--- src/rtl/ula_resultado_bcd.sv ---
// Result stage of the 8-bit add/sub ULA: sign/magnitude capture and sequential
// double-dabble to packed BCD. Optional 7-segment decode: ULA_RESULTADO_SEG7_EN.
module ula_resultado_bcd #(
  parameter int WIDTH  = 8,
  parameter int DIGITS = 3
) (
  input  logic                  clk,
  input  logic                  rst_n,
  input  logic [WIDTH-1:0]      S,
  input  logic                  sinal,
  input  logic                  inicio,
  output logic                  ocupado,
  output logic                  pronto,
  output logic                  negativo,
  output logic [4*DIGITS-1:0]   bcd
`ifdef ULA_RESULTADO_SEG7_EN
  ,
  output logic [7*DIGITS-1:0]   seg,
  output logic                  seg_sinal
`endif
);

  localparam int BW = 4 * DIGITS;
  localparam int CW = $clog2(WIDTH);
  localparam logic [CW-1:0] LAST = CW'(WIDTH - 1);

  typedef enum logic [1:0] {ST_IDLE, ST_CONV, ST_FIM} state_t;

  state_t          r_state;
  state_t          w_state_nxt;
  logic [WIDTH-1:0] r_mag;
  logic [BW-1:0]    r_acc;
  logic [CW-1:0]    r_cnt;
  logic             r_neg;
  logic [BW-1:0]    r_bcd;
  logic             r_negativo;
  logic [WIDTH-1:0] w_mag_in;
  logic [BW-1:0]    w_acc_adj;
  logic [BW-1:0]    w_acc_nxt;
  logic [WIDTH-1:0] w_mag_nxt;
  logic             w_last;

  function automatic logic [BW-1:0] add3(input logic [BW-1:0] a);
    add3 = a;
    for (int d = 0; d < DIGITS; d++) begin
      if (a[4*d +: 4] >= 4'd5)
        add3[4*d +: 4] = a[4*d +: 4] + 4'd3;
    end
  endfunction

  // Magnitude is WIDTH-bit unsigned, so the most negative input maps to 2^(WIDTH-1).
  assign w_mag_in  = sinal ? (~S + 1'b1) : S;
  assign w_acc_adj = add3(r_acc);
  assign w_acc_nxt = {w_acc_adj[BW-2:0], r_mag[WIDTH-1]};
  assign w_mag_nxt = {r_mag[WIDTH-2:0], 1'b0};
  assign w_last    = (r_cnt == LAST);

  always_ff @(posedge clk) begin
    if (!rst_n) r_state <= ST_IDLE;
    else        r_state <= w_state_nxt;
  end

  always_comb begin
    w_state_nxt = r_state;
    case (r_state)
      ST_IDLE: if (inicio) w_state_nxt = ST_CONV;
      ST_CONV: if (w_last) w_state_nxt = ST_FIM;
      ST_FIM:  w_state_nxt = ST_IDLE;
      default: w_state_nxt = ST_IDLE;
    endcase
  end

`ifdef ULA_RESULTADO_SEG7_EN
  logic [7*DIGITS-1:0] r_seg;
  logic                r_seg_sinal;

  function automatic logic [6:0] seg7(input logic [3:0] d);
    case (d)
      4'd0:    seg7 = 7'h3F;
      4'd1:    seg7 = 7'h06;
      4'd2:    seg7 = 7'h5B;
      4'd3:    seg7 = 7'h4F;
      4'd4:    seg7 = 7'h66;
      4'd5:    seg7 = 7'h6D;
      4'd6:    seg7 = 7'h7D;
      4'd7:    seg7 = 7'h07;
      4'd8:    seg7 = 7'h7F;
      4'd9:    seg7 = 7'h6F;
      default: seg7 = 7'h00;
    endcase
  endfunction

  // Leading zeros are blanked scanning from the top digit; units always shown.
  function automatic logic [7*DIGITS-1:0] seg_blank(input logic [BW-1:0] a);
    logic       lead;
    logic [3:0] dig;
    seg_blank = '0;
    lead      = 1'b1;
    for (int d = DIGITS - 1; d >= 0; d--) begin
      dig = a[4*d +: 4];
      if (lead && (dig == 4'd0) && (d != 0)) begin
        seg_blank[7*d +: 7] = 7'h00;
      end else begin
        lead                = 1'b0;
        seg_blank[7*d +: 7] = seg7(dig);
      end
    end
  endfunction

  always_ff @(posedge clk) begin
    if (!rst_n) begin
      r_seg       <= '0;
      r_seg_sinal <= 1'b0;
    end else if ((r_state == ST_CONV) && w_last) begin
      r_seg       <= seg_blank(w_acc_nxt);
      r_seg_sinal <= r_neg;
    end
  end

  assign seg       = r_seg;
  assign seg_sinal = r_seg_sinal;
`endif

  always_ff @(posedge clk) begin
    if (!rst_n) begin
      r_mag      <= '0;
      r_acc      <= '0;
      r_cnt      <= '0;
      r_neg      <= 1'b0;
      r_bcd      <= '0;
      r_negativo <= 1'b0;
    end else begin
      case (r_state)
        ST_IDLE: begin
          if (inicio) begin
            r_mag <= w_mag_in;
            r_neg <= sinal;
            r_acc <= '0;
            r_cnt <= '0;
          end
        end
        ST_CONV: begin
          r_acc <= w_acc_nxt;
          r_mag <= w_mag_nxt;
          r_cnt <= r_cnt + CW'(1);
          if (w_last) begin
            r_bcd      <= w_acc_nxt;
            r_negativo <= r_neg;
          end
        end
        default: ;
      endcase
    end
  end

  assign ocupado  = (r_state != ST_IDLE);
  assign pronto   = (r_state == ST_FIM);
  assign bcd      = r_bcd;
  assign negativo = r_negativo;

endmodule

--- config.mk ---
export PLATFORM = sky130hd
export DESIGN_NAME = ula_resultado_bcd
export DESIGN_NICKNAME = d
export VERILOG_FILES = /design/src/rtl/ula_resultado_bcd.sv
export SDC_FILE = /design/constraint.sdc
export NUM_CORES = 1
export LEC_CHECK = 0
export CORE_UTILIZATION = 49
export CTS_CLUSTER_DIAMETER = 30
export DETAILED_ROUTE_END_ITERATION = 10
export GPL_ROUTABILITY_DRIVEN = 0
export PLACE_DENSITY = 0.73
export SLEW_MARGIN = 20
export SYNTH_ARGS = -nofsm -noshare
export SYNTH_HDL_FRONTEND = slang
export SYNTH_SLANG_ARGS = --single-unit
--- constraint.sdc ---
create_clock -name clk -period 3.6 [get_ports clk]
set_input_delay 0.9 -clock clk [delete_from_list [all_inputs] [get_ports clk]]
set_output_delay 0.9 -clock clk [all_outputs]
set_load 0.02 [all_outputs]
# ---- After elaboration in Yosys (flattened, before gate mapping)
# Index checks and enable logic that the tools add are counted.
dict set report classes {
  n_addsub 5
  order_cmp 3
  n_eq_ne 5
  mux 13
  bitwise 1
  reduce_logical 7
}
# operator n
set op_table {}
lappend op_table {{one-hot mux 12 bit (2 select lines)} 1}
lappend op_table {{two-way mux 8 bit} 2}
lappend op_table {{one-hot mux 8 bit (2 select lines)} 1}
lappend op_table {{>= comparator 4 x 3 -> 1 bit (second input constant)} 3}
lappend op_table {{two-way mux 12 bit} 1}
lappend op_table {{adder 4 x 2 -> 4 bit (second input constant)} 2}
lappend op_table {{adder 8 x 1 -> 8 bit (second input constant)} 1}
lappend op_table {{two-way mux 4 bit} 2}
lappend op_table {{inverter 8 bit} 1}
lappend op_table {{AND reduction 2 bit} 4}
lappend op_table {{two-way mux 3 bit} 2}
lappend op_table {{one-hot mux 3 bit (2 select lines)} 1}
lappend op_table {{two-way mux 2 bit} 2}
lappend op_table {{inequality test 2 bit (second input constant)} 2}
lappend op_table {{one-hot mux 2 bit (2 select lines)} 1}
lappend op_table {{nonzero test 2 bit} 2}
lappend op_table {{adder 3 x 1 -> 3 bit (second input constant)} 1}
lappend op_table {{adder 3 x 2 -> 3 bit (second input constant)} 1}
lappend op_table {{== test 3 bit (second input constant)} 1}
lappend op_table {{== test 2 x 1 -> 1 bit (second input constant)} 1}
lappend op_table {{== test 2 bit (second input constant)} 1}
lappend op_table {{logical NOT 2 bit} 1}
dict set report totals {
  register_bits 39
  in_bits 12
  output_inout_bits 15
}

# ---- Depth between registers and ports, before layout
dict set report depth {
  word_depth 5
  ltp_mapped 7
  mapped_depth_nobuf 6
}

# ---- Worst setup path before layout
# Ideal clock, no wire load.
dict set report synth_timing {
  path_kind {input -> register}
  from {in S[1]}
  to {reg r_mag[6]}
  setup_ns 0.125
  t_arrival_ns 1.978
  required_time_ns 3.475
  path_slack_ns 1.497
  path_stages 6
  path_buffers 0
  path_cell_list {inv_1 ha_1 or3b_2 o31ai_1 xor2_1 o21ai_0}
}
dict set report synth_via {
  elab_chain_len 5
}
# element line_no
set synth_rtl {}
lappend synth_rtl {{from (decl)} 9} ;# input logic [WIDTH-1:0] S,
lappend synth_rtl {{inverter 8 bit} 52} ;# assign w_mag_in = sinal ? (~S + 1'b1) : S;
lappend synth_rtl {{adder 8 x 1 -> 8 bit} 52}
lappend synth_rtl {{two-way mux 8 bit} 52}
lappend synth_rtl {{two-way mux 8 bit} 135} ;# if (inicio) begin
lappend synth_rtl {{one-hot mux 8 bit (2 select lines)} 133} ;# case (r_state)
lappend synth_rtl {{to (signal assigned)} 136} ;# r_mag <= w_mag_in;
lappend synth_rtl {{to (signal assigned)} 144} ;# r_mag <= w_mag_nxt;
lappend synth_rtl {{to (decl)} 31} ;# logic [WIDTH-1:0] r_mag;
# Every way passes these cells. The select of a mux whose other input is x is not followed.
# A chain may end at the register's enable or synchronous reset.

# ---- Worst setup path after layout
dict set report layout_timing {
  from {reg r_state[0]}
  to {out ocupado}
}
dict set report layout_via {
  elab_chain_len 1
}
# element line_no
set layout_rtl {}
lappend layout_rtl {{from (decl)} 29} ;# state_t r_state;
lappend layout_rtl {{from (signal assigned)} 60} ;# else r_state <= w_state_nxt;
lappend layout_rtl {{nonzero test 2 bit} 156} ;# assign ocupado = (r_state != ST_IDLE);
lappend layout_rtl {{to (decl)} 12} ;# output logic ocupado,
# Every way passes these cells.

==> impl_metrics.ini <==
[clocking]
clk_latency_ns = 0.29
cts.clk_slew.worst_paths_ns = 0.08
cts_setup_buffers = 0
postCtsHoldBufs = 0
cts-buffers-inserted = 5
cts_resized = 0
clock-sinks = 39
root_buffer = clkbuf_8
htree_num_levels = 2
clockBufferDepth = 2
cts_tree = yes

[synthesis]
async_reset_ff_frac = 0
yosysSeqAreaShare = 0.419
yosysUniqueCellTypes = 32
syn_area_per_cell_um2 = 8.68
syn_area_um2 = 1870
synth-edff-count = 0
yosys_warnings = 0
ys.flop_type = dfxtp_1
synth_fp_nets = 236
netlist_instances = 215
ys_ff_latch = 39
ys_top_cells_by_area = dfxtp_1 (42%), o21ai_0 (8.6%), ha_1 (6.0%)
yosysTopAreaCellShare = 0.419
synth_largest_area_cell = dfxtp_1

[drt]
detail-route-antenna-nets = 0
drc = 0
viasPerCell = 5.42
wl_per_cell_um = 12.5
drt_iter0_drc = 60
firstDrtPassIters = 4
wl_mm = 3.64
num_vias = 1584

[timing]
period_share = 0.671
setup_violations = 0
fmax_ghz = 0.414
fin_crit_ns = 2.42
tightest_slew_ns = 0.648
tns_ns = 0
drv_slew = 0
fin_skew_ns = 0.00863
hold_ws_ns = 0.472
hold_viol_final = 0
rsz0062_at_grt = no
fin_ws_ns = 1.18
max_slew_margin = 0.566

[global_route]
grt_start_max_net_pins = 23
grt_pass1_wl_mm = 6.21
antenna_found_initial = 0
grt_pass1_vias = 1443
overflow = 0
grt_usage = 0.197

[min_path]
hp-class = flip-flop to flip-flop
hold_start = bcd[5]
min_path_cells = 2
min_to = bcd[5]

[placed_design]
io_buffer_count = 26
dp_cells = 284
dp_hpwl_mm = 2.57
preCtsSetupSlack_ns = 0.891

[floorplanning]
rows = 22
start_util = 0.510
die_x_um = 63.7
die_h_um = 63.7
io_pins = 27
core_um2 = 3660
die_area_um2 = 4060

[cells_and_area]
layout_commonest_cell = dfxtp_1
area_growth_pct = 24.1
most-common-layout-cells = dfxtp_1 (39), o21ai_0 (32), clkdlybuf4s50_1 (26)
drive_above_1_share = 0.0779
antennaDiodeCount = 0
nets = 264
post-route-util = 0.632
instances_no_fill = 292
fillers = 312

[critical_path]
cp_data_required_time_ns = 2.70
criticalPathCategory = flip-flop to output pin
end_kind = output pin
ff2ff_path_depth = 6
start_kind = flip-flop
rr_endpoint = r_acc[2]
critPathMaxFanout = 7
ff2ff_setup_slack_ns = 1.98
r2r-start = r_acc[0]
arrival_ns = 1.52

[power_and_ir_drop]
peakVddDrop_v = 0.000243
powerDensity_nw_per_um2 = 410
p_leak_nw = 0.845

[flow_run]
maxCapViolCount = 0

[outcome]
status = finished clean
[layout make-up]
class                           instances  area, um^2  area share
Tap cell                               48        60.1      0.0259
Multi-Input combinational cell        155        1000       0.433
Clock buffer                            6        72.6      0.0314
Sequential cell                        39         781       0.337
Inverter                               11        41.3      0.0178
Timing Repair Buffer                   31         298       0.129
Clock inverter                          2        60.1      0.0259
[stage by stage]
stage | power, W | area, um^2
4_1_cts | 0.000959 | 2310
5_1_grt | 0.000988 | 2310
6_report | 0.000949 | 2310
3_3_place_gp | 0.000532 | 2180
2_1_floorplan | 0.000502 | 1870
3_5_place_dp | 0.000533 | 2180
[critical path, cell delays in order, from the launching register on]
cell	delay [ns]
dfxtp_1	0.37
or2_2	0.33
clkdlybuf4s50_1	0.54
[sequential cells by signal (all words and copies together), names as in the netlist]
| register | flops |
|---|---|
| r_mag | 8 |
| r_acc | 12 |
| r_cnt | 3 |
| negativo | 1 |
| r_neg | 1 |
| r_state | 2 |
| bcd | 12 |
[worst max-delay path by stage]
stage	from	end	slack, ns
2_1_floorplan	S[1]	r_mag[6]	1.50
3_3_place_gp	S[0]	r_mag[6]	0.97
3_5_place_dp	S[0]	r_mag[6]	0.89
4_1_cts	r_state[0]	ocupado	1.18
5_1_grt	S[0]	r_mag[6]	1.12
6_report	r_state[0]	ocupado	1.18
[cells in the mapped netlist, drive strengths merged (5+ instances only)]
| cell type | n |
|---|---|
| a21boi | 7 |
| clkbuf | 8 |
| o21ai | 33 |
| nand3 | 17 |
| inv | 11 |
| ha | 9 |
| dfxtp | 39 |
| a21oi | 13 |
| nor3b | 5 |
| xor2 | 5 |
| nor2b | 6 |
| nand2 | 19 |
| nand2b | 5 |
| a22oi | 5 |
[power breakdown]
group	internal, W	switching (W)	total [W]
clock network	0.000277	0.000149	0.000426
logic	0.0000358	0.0000402	0.0000760
registers	0.000441	0.00000651	0.000447
[kinds of logic after synthesis]
kind of cell,after synthesis,synth area share
AO/OA/AOI/OAI,68,0.227
AND/OR/NAND/NOR,64,0.179
adder cells (fa/ha/maj),9,0.0604
XOR/XNOR,9,0.0423
multiplexers,5,0.0288
buffers and inverters,21,0.0443
flip-flops,39,0.419
[metal layers]
layer  GRT usage  wire [um]
met4      0.0682         38
met2       0.340       1750
met3      0.0543        129
met1       0.232       1720
met5           0          0
Power figures use the tool's default switching activity.
